--- config.mk ---
export PLATFORM = sky130hd
export DESIGN_NAME = bias_stream_sequencer
export DESIGN_NICKNAME = d
export VERILOG_FILES = /design/src/rtl/bias_stream_sequencer.sv
export SDC_FILE = /design/constraint.sdc
export NUM_CORES = 2
export LEC_CHECK = 0
export CORE_MARGIN = 5
export CORE_UTILIZATION = 33
export DETAILED_ROUTE_END_ITERATION = 7
export MAX_ROUTING_LAYER = met4
export PLACE_DENSITY_LB_ADDON = 0.12
export SKIP_LAST_GASP = 1
export SLEW_MARGIN = 40
export SYNTH_ARGS = -nofsm -noshare
export SYNTH_HDL_FRONTEND = slang
export SYNTH_SLANG_ARGS = --single-unit
--- constraint.sdc ---
create_clock -name clk -period 5.3 [get_ports clk]
set_input_delay 0.53 -clock clk [delete_from_list [all_inputs] [get_ports clk]]
set_output_delay 0.53 -clock clk [all_outputs]
set_load 0.02 [all_outputs]
--- src/rtl/bias_stream_sequencer.sv ---
// Per-layer bias controller: fetches a packed LUT word and streams one signed bias per channel.
// Optional running bias checksum output guarded by BIAS_CHECKSUM_EN.
module bias_stream_sequencer #(
    parameter int unsigned BIAS_W   = 16,
    parameter int unsigned MAX_CH   = 36,
    parameter int unsigned CH_IDX_W = 6
) (
    input  logic                       clk,
    input  logic                       rst_n,
    input  logic                       start,
    input  logic [3:0]                 layer,
    output logic                       busy,
    output logic                       done,
    output logic                       err,
    output logic [3:0]                 lut_addr,
    input  logic [MAX_CH*BIAS_W-1:0]   lut_data,
    output logic [BIAS_W-1:0]          bias_out,
    output logic [CH_IDX_W-1:0]        bias_ch,
    output logic                       bias_valid,
    input  logic                       bias_ready
`ifdef BIAS_CHECKSUM_EN
    ,
    output logic signed [21:0]         bias_sum
`endif
);

    localparam int unsigned WORD_W  = MAX_CH * BIAS_W;
    localparam int unsigned CNT_W   = $clog2(MAX_CH + 1);
    localparam int unsigned SHAMT_W = $clog2(WORD_W);
`ifdef BIAS_CHECKSUM_EN
    localparam int unsigned SUM_W   = 22;
`endif

    typedef enum logic [1:0] {IDLE, FETCH, STREAM, FIN} state_t;

    state_t              state, state_nxt;
    logic [WORD_W-1:0]   shreg, shreg_d;
    logic [CH_IDX_W-1:0] last_ch, last_ch_d;
    logic                busy_d, done_d, err_d, bias_valid_d;
    logic [3:0]          lut_addr_d;
    logic [BIAS_W-1:0]   bias_out_d;
    logic [CH_IDX_W-1:0] bias_ch_d;
    logic [CNT_W-1:0]    req_cnt, cur_cnt;
    logic [WORD_W-1:0]   aligned;
    logic                xfer, xfer_last;
`ifdef BIAS_CHECKSUM_EN
    logic signed [SUM_W-1:0] bias_sum_d;
`endif

    // Channel count per layer; zero marks an invalid layer.
    function automatic logic [CNT_W-1:0] ch_count(input logic [3:0] l);
        case (l)
            4'd1, 4'd2, 4'd3: ch_count = CNT_W'(12);
            4'd4, 4'd5, 4'd6: ch_count = CNT_W'(24);
            4'd7, 4'd8:       ch_count = CNT_W'(36);
            4'd9:             ch_count = CNT_W'(10);
            default:          ch_count = CNT_W'(0);
        endcase
    endfunction

    assign req_cnt   = ch_count(layer);
    assign cur_cnt   = ch_count(lut_addr);
    assign xfer      = (state == STREAM) && bias_valid && bias_ready;
    assign xfer_last = xfer && (bias_ch == last_ch);

    // Left-justify the layer's word so channel 0 sits in the top slice.
    assign aligned = lut_data << SHAMT_W'((MAX_CH - 32'(cur_cnt)) * BIAS_W);

    always_ff @(posedge clk or negedge rst_n) begin
        if (!rst_n) state <= IDLE;
        else        state <= state_nxt;
    end

    always_comb begin
        state_nxt = state;
        case (state)
            IDLE:    if (start && (req_cnt != '0)) state_nxt = FETCH;
            FETCH:   state_nxt = STREAM;
            STREAM:  if (xfer_last) state_nxt = FIN;
            FIN:     state_nxt = IDLE;
            default: state_nxt = IDLE;
        endcase
    end

    always_comb begin
        busy_d       = busy;
        done_d       = 1'b0;
        err_d        = 1'b0;
        lut_addr_d   = lut_addr;
        bias_out_d   = bias_out;
        bias_ch_d    = bias_ch;
        bias_valid_d = bias_valid;
        shreg_d      = shreg;
        last_ch_d    = last_ch;
`ifdef BIAS_CHECKSUM_EN
        bias_sum_d   = bias_sum;
`endif
        case (state)
            IDLE: begin
                if (start) begin
                    if (req_cnt != '0) begin
                        lut_addr_d = layer;
                        busy_d     = 1'b1;
`ifdef BIAS_CHECKSUM_EN
                        bias_sum_d = '0;
`endif
                    end else begin
                        err_d = 1'b1;
                    end
                end
            end
            FETCH: begin
                shreg_d      = aligned;
                bias_out_d   = aligned[WORD_W-1 -: BIAS_W];
                bias_ch_d    = '0;
                bias_valid_d = 1'b1;
                last_ch_d    = CH_IDX_W'(cur_cnt - CNT_W'(1));
            end
            STREAM: begin
                if (xfer) begin
`ifdef BIAS_CHECKSUM_EN
                    bias_sum_d = bias_sum + SUM_W'($signed(bias_out));
`endif
                    if (xfer_last) begin
                        bias_valid_d = 1'b0;
                        done_d       = 1'b1;
                        busy_d       = 1'b0;
                    end else begin
                        shreg_d    = shreg << BIAS_W;
                        bias_out_d = shreg[WORD_W-BIAS_W-1 -: BIAS_W];
                        bias_ch_d  = bias_ch + CH_IDX_W'(1);
                    end
                end
            end
            default: ;
        endcase
    end

    always_ff @(posedge clk or negedge rst_n) begin
        if (!rst_n) begin
            busy       <= 1'b0;
            done       <= 1'b0;
            err        <= 1'b0;
            lut_addr   <= '0;
            bias_out   <= '0;
            bias_ch    <= '0;
            bias_valid <= 1'b0;
            shreg      <= '0;
            last_ch    <= '0;
`ifdef BIAS_CHECKSUM_EN
            bias_sum   <= '0;
`endif
        end else begin
            busy       <= busy_d;
            done       <= done_d;
            err        <= err_d;
            lut_addr   <= lut_addr_d;
            bias_out   <= bias_out_d;
            bias_ch    <= bias_ch_d;
            bias_valid <= bias_valid_d;
            shreg      <= shreg_d;
            last_ch    <= last_ch_d;
`ifdef BIAS_CHECKSUM_EN
            bias_sum   <= bias_sum_d;
`endif
        end
    end

endmodule

==> flow_summary.rst <==
.. list-table::
   :header-rows: 1

   * - Metric
     - Value
   * - CP Capture Type
     - flip-flop
   * - Sequential-to-total area share from yosys stat
     - 0.310
   * - Run status
     - completed
   * - Fin crit period
     - 4.57 ns
   * - Met3 layer usage reported by global route
     - 0.0995
   * - Number of unique standard cell types used by synthesis
     - 79
   * - Worst clock skew
     - roughly 0.049 ns
   * - Cell-by-cell listing of the critical path
     - nor3_2 -> a21o_1 -> ha_4 -> clkinv_1 -> mux2_2 -> nand2_2 -> nor2_1 -> buf_4 -> a221oi_1 -> o21ai_1
   * - Most instantiated flip-flop cell in the synthesis netlist
     - dfrtp_1
   * - Later-pin clock latency in the skew report
     - 0.74 ns
   * - Post-synthesis cell type with the largest combined area
     - dfrtp_1
   * - Number of search-and-repair iterations in the first detailed-routing pass
     - 8
   * - Highest attainable clock frequency
     - about 0.22 GHz
   * - Met2 Usage GRT
     - 0.635
   * - Width of the die
     - a little under 400 µm
   * - Syn nets
     - 6452
   * - Share of cells above drive strength 1
     - 0.107
   * - Post-Syn Area per Cell
     - 8.23 µm²
   * - GR Overflow Total
     - 0
   * - Worst R2R Setup Slack
     - 0.73 ns
   * - Clock sink count
     - around 600
   * - Max_slew headroom
     - 0.299
   * - Global-route wire length before repair
     - 453 mm
   * - Data arrival time at the worst-slack endpoint
     - around 5.1 ns
   * - Total clock buffers created by CTS
     - 79
   * - Floorplan core area
     - 0.145 mm²
   * - Synth cell count leaders
     - nand2_1 (958), nor2_1 (618), dfrtp_1 (598), mux2i_1 (584), a21oi_1 (481)
   * - Placer's final routability congestion estimate
     - 1.04
   * - Number of storage elements in the synthesis netlist
     - 598
   * - Ratio of routed vias to standard cells
     - 6.71
   * - Setup WS pre-CTS
     - 0.852 ns
   * - CP peak stage delay
     - 0.69 ns
   * - Area enclosed by the die boundary
     - 0.154 mm²
   * - Async set-reset flop share out of synthesis
     - 1.00
   * - Area added between synthesis and finish
     - 24.0%
   * - Worst path bufs/invs
     - 2
   * - Total negative slack
     - 0 ns
   * - Routed wire length
     - 340 mm
   * - Share of the synthesized area in the top cell type
     - 0.310
   * - Post-route cell area
     - 0.0598 mm²
   * - Number of levels the H-tree was split into
     - 3
   * - Number of buffers on the longest clock path
     - 3
   * - Post-CTS Resized
     - 0
   * - Post-route antenna net violation count
     - 0
   * - Crit path required time
     - 5.82 ns
   * - Vias in the first global route
     - 51600
   * - Hold_ws
     - 0.374 ns
   * - Final setup violation count
     - 0
   * - Global-route total usage across every layer
     - 0.437
   * - Synthesized cell area
     - between 0.04 and 0.05 mm²
   * - Root Driver
     - clkbuf_16
   * - Number of top-level pins
     - 614
   * - Fin. Hold Viols
     - 0
   * - Most used routing layer in global routing
     - met2
   * - Max Cap Violations
     - 0
   * - Startpoint class of the critical path
     - flip-flop
   * - Effective utilization at floorplan
     - 0.332
   * - Number of warnings reported in the yosys synthesis log
     - 0
   * - CTS clock-pin slew for the worst setup and hold paths
     - ~0.060 ns
   * - Cell with the most instances after synthesis
     - nand2_1
   * - HPWL after DPL
     - 257 mm
   * - Post-synth EDFFs
     - 0
   * - Post-route DRC violation count
     - 0
   * - Largest fanout on the critical path
     - 19
   * - Syn Inst Count
     - 5862
   * - Class of the most critical hold timing path
     - input port to async pin
   * - Pins Over Slew Limit
     - 0
   * - Cell type group with the largest total delay on the critical path
     - compound AO/OA/AOI/OAI gates
   * - Area of placed instances
     - 0.0568 mm²
   * - Worst Max-Slew Pin Slew
     - 1.02 ns
   * - Core Rows
     - 140
   * - Unrepaired setup endpoints after global routing
     - false
   * - Number of DRC violations after detailed-routing iteration 0
     - 8138
   * - Cell with the largest stage delay on the worst path
     - a221oi_1
   * - Startpoint-to-endpoint class of the critical path
     - flip-flop to flip-flop
   * - Number of antenna violations at the first check in global routing
     - 31
   * - Count of buffers from port buffering
     - 613
   * - Via count
     - 54800
   * - NumNets Final
     - between 6000 and 7000
   * - Chip height
     - between 300 and 400 µm
   * - Clock tree from TritonCTS
     - done
   * - Post-layout worst setup margin
     - 0.729 ns
   * - Detail-routed net length per standard cell
     - between 40 and 50 µm
   * - Global-route met1 utilization
     - 0.552
   * - Largest cells by area after synthesis
     - dfrtp_1 (31%), mux2i_1 (12%), mux4_2 (7.6%)
   * - Share of the cycle needed by the critical path after routing
     - 0.862
   * - Fillers
     - 14800
   * - Maximum number of pins on one net before global-route repair
     - approximately 150
per-stage QoR:
stage,instances,util
after global routing,8163,0.411
after CTS,8141,0.410
after global placement,7987,0.390
final,8168,0.411
after floorplan,5862,-
after detailed placement,7994,0.391
sequential cells by signal, indices dropped and copies added, names as in the netlist:
| name | flops |
|---|---|
| last_ch | 6 |
| bias_valid | 1 |
| err | 1 |
| lut_addr | 4 |
| state | 2 |
| busy | 1 |
| shreg | 560 |
| bias_ch | 6 |
| done | 1 |
| bias_out | 16 |
worst paths after layout:
check	from	endpoint	cells after the start
worst min-delay path	rst_n	shreg[396]	2
worst max register to register	lut_addr[2]	shreg[266]	10
worst max-delay path	lut_addr[2]	shreg[266]	10
min in group clk	start	err	3
worst min register to register	shreg[254]	shreg[254]	2
max in group asynchronous	rst_n	shreg[445]	4
routing by layer:
layer  vias up  wire length [µm]
li1      22400                 -
met1     28100            134000
met2      3512            147000
met3       700             32800
met4         0             26200
met5         -                 0
repair_timing:
action,in CTS,in global routing
endpoints found under the hold margin,55,0
hold buffers,1,0
buffers inserted,0,0
cell usage in the layout (no fill, tap or decap), drive strengths merged, types with 30 or more instances in the layout:
master         instances
a31oi                 78
o22ai                 77
nor3                  62
a221oi               250
and3                 219
o21ai                413
a22o                  46
buf                  238
dfrtp                598
a21oi                482
nand3                158
clkdlybuf4s50        610
mux4                 163
mux2i                584
nand2                958
a211o                 30
a211oi                38
clkbuf               118
mux2                  84
a222oi                46
a32oi                 92
and2                  36
nor2                 619
layout make-up:
cell class / instances / area [µm²] / share of cell area
diodes: 25 / 62.6 / 0.00105
clock inverters: 28 / 417 / 0.00697
repair buffers: 849 / 8600 / 0.144
inverters: 9 / 48.8 / 0.000816
multi-input cells: 4624 / 31000 / 0.517
well taps: 1917 / 2400 / 0.0401
clock buffers: 118 / 2370 / 0.0397
flip-flops and latches: 598 / 15000 / 0.250
kinds of logic (layout without fill, tap and decap cells):
group                    after synthesis  in the layout  share of synthesized area
XOR/XNOR                              15             15                    0.00303
other                                  0             25                          0
flip-flops                           598            598                      0.310
multiplexers                         831            831                      0.217
adder cells (fa/ha/maj)                6              6                    0.00156
AO/OA/AOI/OAI                       1685           1685                      0.229
buffers and inverters                640           1004                     0.0554
AND/OR/NAND/NOR                     2087           2087                      0.184
Power is left out: the tool's default activity adds up to more than one toggle a clock period on the data nets, which glitch-free logic cannot reach.
